## src/rtl/matrix_loader_if.sv

```systemverilog
// Stream-in / matrix-out bundle between the matrix source, the loader and the inverter consumer.
// Handshakes: a word moves when in_valid && in_ready on a rising edge; mat_valid holds until mat_ack is sampled.
interface matrix_loader_if #(
  parameter int WIDTH = 32
);
  logic [WIDTH-1:0]    in_data;
  logic                in_valid;
  logic                in_last;
  logic                in_ready;
  logic [25*WIDTH-1:0] a_flat;
  logic [25*WIDTH-1:0] b_flat;
  logic                mat_valid;
  logic                mat_ack;
  logic                pivot_zero;
  logic                frame_err;

  modport slave (
    input  in_data, in_valid, in_last, mat_ack,
    output in_ready, a_flat, b_flat, mat_valid, pivot_zero, frame_err
  );

  modport master (
    output in_data, in_valid, in_last, mat_ack,
    input  in_ready, a_flat, b_flat, mat_valid, pivot_zero, frame_err
  );
endinterface

```

## src/rtl/matrix_loader.sv

```systemverilog
// Collects a 5x5 matrix row-major from a word stream, holds it (with identity B) for the
// combinational inverter, and presents mat_valid after a settle period until acknowledged.
module matrix_loader #(
  parameter int WIDTH         = 32,
  parameter int SETTLE_CYCLES = 4
) (
  input  logic               clk,
  input  logic               rst_n,
  matrix_loader_if.slave     bus,
  output logic [1:0]         dbg_state,
  output logic [4:0]         dbg_idx
);

  typedef enum logic [1:0] {
    FILL   = 2'd0,
    SETTLE = 2'd1,
    HOLD   = 2'd2
  } state_t;

  state_t              state;
  logic [4:0]          idx;
  logic [7:0]          cnt;
  logic [25*WIDTH-1:0] a_q;
  logic                in_ready_q;
  logic                mat_valid_q;
  logic                pivot_q;
  logic                ferr_q;
  logic                accept;

  // in_ready is only ever high in FILL, so accept implies FILL.
  assign accept = bus.in_valid && in_ready_q;

  always_ff @(posedge clk or negedge rst_n) begin
    if (!rst_n) begin
      state       <= FILL;
      idx         <= 5'd0;
      cnt         <= 8'd0;
      a_q         <= '0;
      in_ready_q  <= 1'b0;
      mat_valid_q <= 1'b0;
      pivot_q     <= 1'b0;
      ferr_q      <= 1'b0;
    end else begin
      ferr_q <= 1'b0;
      case (state)
        FILL: begin
          in_ready_q <= 1'b1;
          if (accept) begin
            a_q[WIDTH*int'(idx) +: WIDTH] <= bus.in_data;
            if (idx == 5'd24) begin
              idx <= 5'd0;
              if (bus.in_last) begin
                // Entry 0 was written at the start of this frame, so a_q already holds a00.
                pivot_q    <= (a_q[WIDTH-1:0] == '0);
                cnt        <= 8'(SETTLE_CYCLES);
                state      <= SETTLE;
                in_ready_q <= 1'b0;
              end else begin
                ferr_q <= 1'b1;
              end
            end else if (bus.in_last) begin
              idx    <= 5'd0;
              ferr_q <= 1'b1;
            end else begin
              idx <= idx + 5'd1;
            end
          end
        end
        SETTLE: begin
          if (cnt <= 8'd1) begin
            cnt         <= 8'd0;
            state       <= HOLD;
            mat_valid_q <= 1'b1;
          end else begin
            cnt <= cnt - 8'd1;
          end
        end
        HOLD: begin
          if (bus.mat_ack) begin
            state       <= FILL;
            mat_valid_q <= 1'b0;
            in_ready_q  <= 1'b1;
          end
        end
        default: begin
          state       <= FILL;
          mat_valid_q <= 1'b0;
          in_ready_q  <= 1'b0;
        end
      endcase
    end
  end

  for (genvar i = 0; i < 25; i++) begin : g_ident
    assign bus.b_flat[WIDTH*i +: WIDTH] = ((i / 5) == (i % 5)) ? WIDTH'(1) : '0;
  end

  assign bus.a_flat     = a_q;
  assign bus.in_ready   = in_ready_q;
  assign bus.mat_valid  = mat_valid_q;
  assign bus.pivot_zero = pivot_q;
  assign bus.frame_err  = ferr_q;
  assign dbg_state      = state;
  assign dbg_idx        = idx;

endmodule

```

## src/flat_wrapper.sv

```systemverilog
// flat-port wrapper written by rule: the top's interface ports become plain ports
module matrix_loader_flat 
#(
  parameter int WIDTH         = 32,
  parameter int SETTLE_CYCLES = 4
)
  (clk, rst_n, dbg_state, dbg_idx, bus_in_data, bus_in_valid, bus_in_last, bus_mat_ack, bus_in_ready, bus_a_flat, bus_b_flat, bus_mat_valid, bus_pivot_zero, bus_frame_err);
  matrix_loader_if #(.WIDTH(WIDTH)) bus_i ();
  input  logic clk;
  input  logic rst_n;
  output logic [1:0] dbg_state;
  output logic [4:0] dbg_idx;
  input wire logic [$bits(bus_i.in_data)-1:0] bus_in_data;
  input wire logic [$bits(bus_i.in_valid)-1:0] bus_in_valid;
  input wire logic [$bits(bus_i.in_last)-1:0] bus_in_last;
  input wire logic [$bits(bus_i.mat_ack)-1:0] bus_mat_ack;
  output wire logic [$bits(bus_i.in_ready)-1:0] bus_in_ready;
  output wire logic [$bits(bus_i.a_flat)-1:0] bus_a_flat;
  output wire logic [$bits(bus_i.b_flat)-1:0] bus_b_flat;
  output wire logic [$bits(bus_i.mat_valid)-1:0] bus_mat_valid;
  output wire logic [$bits(bus_i.pivot_zero)-1:0] bus_pivot_zero;
  output wire logic [$bits(bus_i.frame_err)-1:0] bus_frame_err;
  assign bus_i.in_data = bus_in_data;
  assign bus_i.in_valid = bus_in_valid;
  assign bus_i.in_last = bus_in_last;
  assign bus_i.mat_ack = bus_mat_ack;
  assign bus_in_ready = bus_i.in_ready;
  assign bus_a_flat = bus_i.a_flat;
  assign bus_b_flat = bus_i.b_flat;
  assign bus_mat_valid = bus_i.mat_valid;
  assign bus_pivot_zero = bus_i.pivot_zero;
  assign bus_frame_err = bus_i.frame_err;
  matrix_loader #(.WIDTH(WIDTH), .SETTLE_CYCLES(SETTLE_CYCLES)) u_core (.clk(clk), .rst_n(rst_n), .bus(bus_i), .dbg_state(dbg_state), .dbg_idx(dbg_idx));
endmodule
```

## config.mk

```make
export PLATFORM = sky130hd
export DESIGN_NAME = matrix_loader_flat
export DESIGN_NICKNAME = d
export VERILOG_FILES = /design/src/rtl/matrix_loader_if.sv /design/src/rtl/matrix_loader.sv /design/src/flat_wrapper.sv
export SDC_FILE = /design/constraint.sdc
export NUM_CORES = 1
export LEC_CHECK = 0
export CORE_AREA = 2 2 648 650
export CTS_CLUSTER_SIZE = 30
export DETAILED_ROUTE_END_ITERATION = 12
export DIE_AREA = 0 0 650 652
export GPL_TIMING_DRIVEN = 0
export HOLD_SLACK_MARGIN = 0.05
export MAX_ROUTING_LAYER = met4
export PLACE_DENSITY = 0.3
export SYNTH_ARGS = -nofsm -noshare
export SYNTH_HDL_FRONTEND = slang
export SYNTH_SLANG_ARGS = --single-unit
```

## constraint.sdc

```tcl
create_clock -name clk -period 4.9 [get_ports clk]
set_input_delay 0.98 -clock clk [delete_from_list [all_inputs] [get_ports clk]]
set_output_delay 0.98 -clock clk [all_outputs]
set_load 0.01 [all_outputs]
```

==> flow_summary.toml <==
[power_and_ir_drop]
power_density_nw_per_um2 = 355
leakage_nw = 28.6
power.total_w = 0.0226
ir_worst_vdd_mv = 0.265

[routing]
firstDrtPassIters = 5
drc_errors = 0
vias_per_cell = 2.93
detail_route.wirelength_um = 253000
final_antenna_net_count = 0
vias = 32800
drt-initial-drc-count = 1378
wl_per_cell_um = 22.6

[clocking]
clkSlewWorstSetupHoldPaths_ns = 0.05
cts_tree = "done"
clock_latency_ns = 0.85
cts.sinks = 819
htreeDepth = 3
clock_path_buffers = 4
ctsRootBufferMaster = "clkbuf_16"
numCtsBuffers = 116

[hold_path]
hold_path_class = "flop to flop"

[sta]
slew_viol_final = 0
finClkSkew_ns = 0.0619
fmax_mhz = 210
relSlewSlack = 0.0632
tightest_slew_ns = 1.41
finalCritPeriodShare = 0.972
report.final.hold_viol_count = 0
hold_ws_ns = 0.487
final.min_clock_period_ns = 4.76
setup_slack_ns = 0.138
setup_viol = 0
rsz0062_at_grt = "yes"

[critical_path]
crit_top_cell = "buf_2"
cp.arrival_ns = 5.45
start_kind = "flop"
max_stage_delay_ns = 0.95
critPathRequiredTime_ns = 5.59
crit_path_end_kind = "flop"
crit_chain = "clkbuf_1 > buf_2 > inv_1 > ha_1 > buf_2 > nand2b_1 > nor2_1 > nand3_2 > buf_2 > mux2_2"
cp_slowest_cell = "nor2_1"
path_max_fanout = 10
path_class = "flop to flop"

[grt]
grt_max_degree = 112
antenna_found_initial = 31
grt_overflow = 0
grt_pass1_vias = 33400
grt_usage = 0.118
grt_pass1_wl_um = 328000

[floorplanning]
io_pins = 1648
die_x_um = 650
rows = 237
core_um2 = 416000
die_area_um2 = 424000
die_h_um = 652
initial_utilization = 0.0966

[synthesis]
ys_seq_area_frac = 0.510
syn_area_per_cell_um2 = 10.6
ys_types = 46
ys_ff_latch = 819
synth_top_area_share = 0.510
synth_area_leaders = "dfrtp_1 51%, buf_4 15%, mux2_2 12%"
synthFlopType = "dfrtp_1"
synth_area_um2 = 40200
synth-warning-count = 0
syn-instance-count = 3799
yosys.area.top_type = "dfrtp_1"
async_flop_share = 1.00
synth_edf_count = 0

[final_layout]
most-common-layout-cells = "846 x clkdlybuf4s50_1, 819 x dfrtp_1, 808 x buf_4"
final_common_cell = "clkdlybuf4s50_1"
num-nets-final = 5648
area_growth_pct = 58.0
drive_gt1_frac = 0.281
final_util = 0.153

[place]
gp_congestion = 0.765
dp_slack_ns = -1.28
dp_hpwl_um = 203000
io_buffers = 847

[run_status]
status = "finished, final reports clean"

[run]
max_cap_viol_count = 0
==> synth_stat cells, drive strengths merged, types with 2 or more instances <==
master,count
buf,884
nor2,76
nor4b,2
ha,6
nand2b,5
dfrtp,819
nor3b,2
o2111a,2
nor3,71
nand4,135
nand2,342
nand3,10
a21oi,9
mux2,448
a2111oi,4
inv,138
o31ai,201
clkbuf,226
or3,17
o21ai,364
or4,6
nor2b,4
nor4,12
conb,2
and4b,2
==> power by group <==
part / switching (W) / internal, W
Clock: 0.00357 / 0.00511
Combinational: 0.00340 / 0.00245
Sequential: 0.000474 / 0.00756
Total: 0.00744 / 0.0151
==> flip-flops by register name, indices dropped and copies added (netlist names) <==
register,cells
u_core.bus.pivot_zero,1
u_core.bus.a_flat,800
u_core.cnt,8
u_core.bus.mat_valid,1
u_core.bus.in_ready,1
u_core.dbg_state,2
u_core.bus.frame_err,1
u_core.dbg_idx,5
==> critical path: cells and delay by family (launching register included) <==
kind / cells / cell delay, ns
flops: 1 / 0.41
mux: 1 / 0.31
buf+inv: 5 / 1.46
fa+ha+maj: 1 / 0.29
simple gates: 3 / 2.10
==> repair_timing <==
action                                  in CTS  in global routing
resized for setup                           16                  4
hold buffers                                 1                  0
gates cloned                                 0                  0
pin swaps                                    1                  3
hold endpoints to repair                    56                  0
endpoints found under the setup margin     384                152
buffers inserted                             2                  6
==> cell type report <==
cell class                      instances  area (um2)
Antenna cell                           21        52.6
Buffer                               1107        7290
Clock buffer                          174        3500
Clock inverter                         32         332
Fill cell                           46800      353000
Inverter                              138         518
Multi-Input combinational cell       2530       15000
Sequential cell                       819       20500
Tap cell                             5497        6880
Timing Repair Buffer                  893        9370
==> routing by layer <==
metal / vias to the layer above / GRT usage / part of all wire
li1: 15000 / - / -
met1: 16400 / 0.119 / 0.36
met2: 1220 / 0.220 / 0.54
met3: 249 / 0.0353 / 0.075
met4: 0 / 0.0329 / 0.027
met5: - / - / 0
==> final timing paths <==
kind                                       start                     end  slack [ns]  depth (start not counted)
max                            u_core.dbg_idx[0]   u_core.bus.a_flat[99]        0.14                         10
min                        u_core.bus.pivot_zero   u_core.bus.pivot_zero        0.49                          2
max reg2reg                    u_core.dbg_idx[0]   u_core.bus.a_flat[99]        0.14                         10
min reg2reg                u_core.bus.pivot_zero   u_core.bus.pivot_zero        0.49                          2
max in group asynchronous                  rst_n  u_core.bus.a_flat[684]        2.01                          5
min in group asynchronous                  rst_n  u_core.bus.a_flat[265]        0.65                          2
==> logic make-up (layout without fill, tap and decap cells) <==
kind of cell,after synthesis,count (layout),synth area share
other,2,821,0.000187
muxes,448,448,0.126
buffers and inverters,1248,2344,0.193
adders and majority gates,6,6,0.00187
xor gates and xnor gates,2,2,0.000623
DFF,819,819,0.510
AOI/OAI and AO/OA,585,585,0.0881
and+or+nand+nor,689,689,0.0803
==> stage by stage <==
step / cell area (um2) / std cells / setup TNS [ns]
3_5_place_dp: 59400 / 11000 / -125.85
4_1_cts: 63300 / 11200 / 0
2_1_floorplan: 43200 / 4597 / 0
3_3_place_gp: 58500 / 10900 / -
6_report: 63500 / 11200 / 0
5_1_grt: 63400 / 11200 / -3.01
Note: power is estimated with default switching activity, not from simulation.
